$ cat src/rtl/tick_timer_arbiter.sv
// tick_timer_arbiter: round-robin shared interval counter with one-cycle done pulse to the owner.
module tick_timer_arbiter #(
  parameter int NREQ = 4,
  parameter int N    = 8
) (
  input  logic            clk,
  input  logic            rst,
  input  logic            tick,
  input  logic            abort,
  input  logic [NREQ-1:0] req,
  input  logic [NREQ*N-1:0] dur,
  output logic [NREQ-1:0] gnt,
  output logic [NREQ-1:0] done,
  output logic            busy,
  output logic [N-1:0]    count_out
);
  localparam int IW = $clog2(NREQ);
  typedef enum logic [1:0] {IDLE, RUN, DONE} state_t;
  state_t state_q, state_d;
  logic [IW-1:0] last_q, last_d, win;
  logic found;
  logic [N-1:0] count_q, count_d, max_q, max_d;
  logic [NREQ-1:0] gnt_q, gnt_d, done_q, done_d;
  logic at_max;
  assign at_max = (count_q == max_q);
  // last_q doubles as the owner index while a timing is in progress
  always_comb begin : arb
    int k;
    win = last_q;
    found = 1'b0;
    for (int i = 1; i <= NREQ; i++) begin
      k = int'(last_q) + i;
      if (k >= NREQ) k = k - NREQ;
      if (!found && req[k]) begin
        found = 1'b1;
        win = IW'(k);
      end
    end
  end
  always_comb begin
    state_d = state_q;
    last_d = last_q;
    count_d = count_q;
    max_d = max_q;
    gnt_d = gnt_q;
    done_d = '0;
    case (state_q)
      IDLE: if (found) begin
        state_d = RUN;
        max_d = dur[int'(win)*N +: N];
        count_d = '0;
        last_d = win;
        gnt_d = '0;
        gnt_d[win] = 1'b1;
      end
      RUN: if (abort || !req[last_q]) begin
        state_d = IDLE;
        gnt_d = '0;
        count_d = '0;
      end else if (at_max) begin
        state_d = DONE;
        done_d = gnt_q;
      end else begin
        count_d = count_q + {{(N-1){1'b0}}, tick};
      end
      default: begin
        state_d = IDLE;
        gnt_d = '0;
        count_d = '0;
      end
    endcase
  end
  always_ff @(posedge clk) begin
    if (rst) begin
      state_q <= IDLE;
      last_q <= IW'(NREQ - 1);
      count_q <= '0;
      max_q <= '0;
      gnt_q <= '0;
      done_q <= '0;
    end else begin
      state_q <= state_d;
      last_q <= last_d;
      count_q <= count_d;
      max_q <= max_d;
      gnt_q <= gnt_d;
      done_q <= done_d;
    end
  end
  assign gnt = gnt_q;
  assign done = done_q;
  assign busy = (state_q != IDLE);
  assign count_out = count_q;
endmodule

$ cat config.mk
export PLATFORM = sky130hd
export DESIGN_NAME = tick_timer_arbiter
export DESIGN_NICKNAME = d
export VERILOG_FILES = /design/src/rtl/tick_timer_arbiter.sv
export SDC_FILE = /design/constraint.sdc
export NUM_CORES = 1
export LEC_CHECK = 0
export CORE_ASPECT_RATIO = 0.7
export CORE_UTILIZATION = 60
export CTS_CLUSTER_DIAMETER = 60
export DETAILED_ROUTE_END_ITERATION = 6
export DONT_BUFFER_PORTS = 1
export MAX_ROUTING_LAYER = met4
export PLACE_DENSITY = 0.76
export SKIP_CTS_REPAIR_TIMING = 1
export SLEW_MARGIN = 25
export SYNTH_ARGS = -nofsm -noshare
export SYNTH_HDL_FRONTEND = slang
export SYNTH_SLANG_ARGS = --single-unit
$ cat constraint.sdc
create_clock -name clk -period 3.79 [get_ports clk]
set_input_delay 0.758 -clock clk [delete_from_list [all_inputs] [get_ports clk]]
set_output_delay 0.758 -clock clk [all_outputs]
set_load 0.01 [all_outputs]
==> run_results.csv <==
group,metric,value,unit
status,outcome,"completed",
clock_network,clk_root_buffer_cell,"clkbuf_8",
grt,grt_first_pass_wirelength,5680,um
worst_setup_path,critPathMaxFanout,11,
route,route.detailed.drc,0,
yosys,syn_area,1670,sq um
clock_network,numCtsBuffers,3,
grt,use_met1,31.7,%
placed_design,place_area,1670,sq um
pwr,powerDensity,443,nW/um^2
worst_setup_path,worstSetupPathType,"flip-flop to flip-flop",
yosys,yosysWarnings,0,
finish,nets,239,
yosys,synthArstFlopShare,0,%
grt,antenna_found_initial,0,
grt,met3_usage,6.44,%
route,drt_iter0_drc,64,
yosys,ys_ff_latch,28,
yosys,synthesis.nets,242,
timing,finalSetupViolations,0,
die,rows,15,
worst_setup_path,reg2reg_to,"last_q[0]$_SDFFE_PP1P_",
grt,grt_pass1_vias,1332,
route,routed_via_density,6.22,
yosys,ys_seq_area_share,33.6,%
timing,hold_violations,0,
timing,report.final.slew_viol_count,0,
timing,min_period,2120,ps
clock_network,htree_levels,1,
placed_design,port_buffers,0,
pwr,leakagePower,0.658,nW
yosys,synth_cell_types,43,
hold_path,min_to,"max_q[5]$_SDFFE_PP0P_",
die,io_pins,57,
worst_setup_path,critPathRequiredTime,3960,ps
worst_setup_path,cp-start-kind,"flip-flop",
worst_setup_path,r2r_slack,1670,ps
timing,rsz0062_at_grt,"false",
hold_path,hold_depth,2,
grt,grt_use_met2,42.3,%
timing,relSlewSlack,43.1,%
timing,max_freq,471,MHz
grt,overflow,0,
clock_network,cts.sinks,28,
grt,track_usage,25.7,%
yosys,avgSynthCellArea,8.33,sq um
grt,grt_max_degree,19,
route,ant_nets,0,
route,wl_per_cell,14.9,um
finish,final_common_cell,"dfxtp_1",
finish,mostFrequentLayoutCells,"dfxtp_1, nand2_1, o21ai_0",
job,cap_violations,0,
timing,whs,509,ps
timing,worst_pin_slew,847,ps
route,vias,1430,
yosys,synth_cells,200,
clock_network,cts_tree,"done",
yosys,synth_edf_count,0,
clock_network,clk_path_buf_depth,2,
finish,fillers,221,
route,wl,3430,um
die,start_util,65.3,%
die,core,2550,sq um
hold_path,hp-start,"max_q[5]$_SDFFE_PP0P_",
timing,clock_skew,2.48,ps
die,die_height,46.1,um
hold_path,min_path_type,"flip-flop to flip-flop",
finish,syn2layout_area_growth,4.28,%
die,dieArea,3000,sq um
timing,min_period_over_period,56.0,%
worst_setup_path,reg2reg_from,"last_q[1]$_SDFFE_PP1P_",
grt,grt_busiest_layer,"met2",
worst_setup_path,cp.arrival,2290,ps
worst_setup_path,reg2regPathDepth,5,
pwr,vdd_drop_max,253,uV
placed_design,gp_congestion,0.773,
pwr,fin_total_pwr,770,uW
clock_network,clock_latency,270,ps
finish,fin_area,1740,sq um
placed_design,dpl.hpwl,2650,um
timing,setup_tns,0,ps
yosys,ys.flop_type,"dfxtp_1",
worst_setup_path,end_kind,"flip-flop",
route,drt-pass1-iter-count,4,
die,die_w,65.0,um
clock_network,path_clk_slew,90,ps
finish,drive_gt1_share,6.63,%
finish,num_antenna_cells,0,
[power by group]
group          total (mW)  internal [mW]  leakage, nW  switching [mW]
clock               0.232          0.141       0.0357          0.0909
sequential          0.350          0.322        0.229          0.0281
combinational       0.188         0.0784        0.393           0.109
[cell usage after synthesis, types with 3 or more instances]
cell type | count | area (sq um)
and2_1 | 5 | 31.3
nor3_1 | 12 | 60.1
or3_1 | 4 | 25.0
a21boi_0 | 3 | 22.5
a31oi_1 | 9 | 56.3
nor2_1 | 8 | 30.0
a21oi_1 | 6 | 30.0
nand2_1 | 26 | 97.6
o211ai_1 | 8 | 60.1
mux2i_1 | 9 | 90.1
xnor2_1 | 9 | 78.8
inv_1 | 11 | 41.3
nand4_1 | 3 | 18.8
dfxtp_1 | 28 | 561
or4_1 | 3 | 22.5
buf_2 | 4 | 20.0
o21ai_0 | 15 | 75.1
[sequential cells by signal, indices dropped and copies added (netlist names)]
name / count
count_out: 8
max_q: 8
gnt: 4
state_q: 2
done: 4
last_q: 2
[per-layer routing]
layer,share of wire [%],vias up
met5,0,-
met4,0.79,0
met3,6.2,5
met2,44,40
met1,49,662
li1,-,723
[worst max path at each step]
stage	from	endpoint	slack [ps]	cells after the start
final	last_q[1]$_SDFFE_PP1P_	last_q[0]$_SDFFE_PP1P_	1670	5
after detailed placement	req[0]	count_out[3]$_SDFFE_PP0P_	1480	5
after global placement	req[2]	max_q[0]$_SDFFE_PP0P_	1540	4
after global routing	last_q[1]$_SDFFE_PP1P_	max_q[4]$_SDFFE_PP0P_	1530	5
after floorplan	req[3]	count_out[5]$_SDFFE_PP0P_	1690	5
after CTS	last_q[1]$_SDFFE_PP1P_	max_q[7]$_SDFFE_PP0P_	1690	5
[worst max-delay path, stage by stage, from the launching register on]
cell and delay, ps:
dfxtp_1 500, mux2i_1 280, or2_2 260, and3_1 580, nor2_1 90, a211o_2 310
[stage by stage]
stage	std cells	setup slack [ps]	utilization [%]
5_1_grt	230	1530	68.1
6_report	230	1670	68.1
2_1_floorplan	200	1690	-
3_3_place_gp	226	1540	65.3
4_1_cts	230	1690	68.1
3_5_place_dp	226	1480	65.3
[final cells by class]
type	instances	area, sq um	share of cell area, %
Clock inverter	1	30.0	1.73
Clock buffer	3	41.3	2.38
Tap cell	34	42.5	2.45
Inverter	11	41.3	2.38
Sequential cell	28	561	32.3
Multi-Input combinational cell	153	1020	58.8
[kinds of logic after synthesis]
| logic type | Yosys count | share of synthesized area, % |
|---|---|---|
| and+or+nand+nor | 79 | 27.0 |
| AOI/OAI and AO/OA | 53 | 21.4 |
| DFF | 28 | 33.6 |
| buffers and inverters | 19 | 5.03 |
| muxes | 10 | 6.76 |
| xor gates and xnor gates | 9 | 4.73 |
| adders and majority gates | 2 | 1.50 |
No activity file was read; power rests on OpenSTA's default activity.
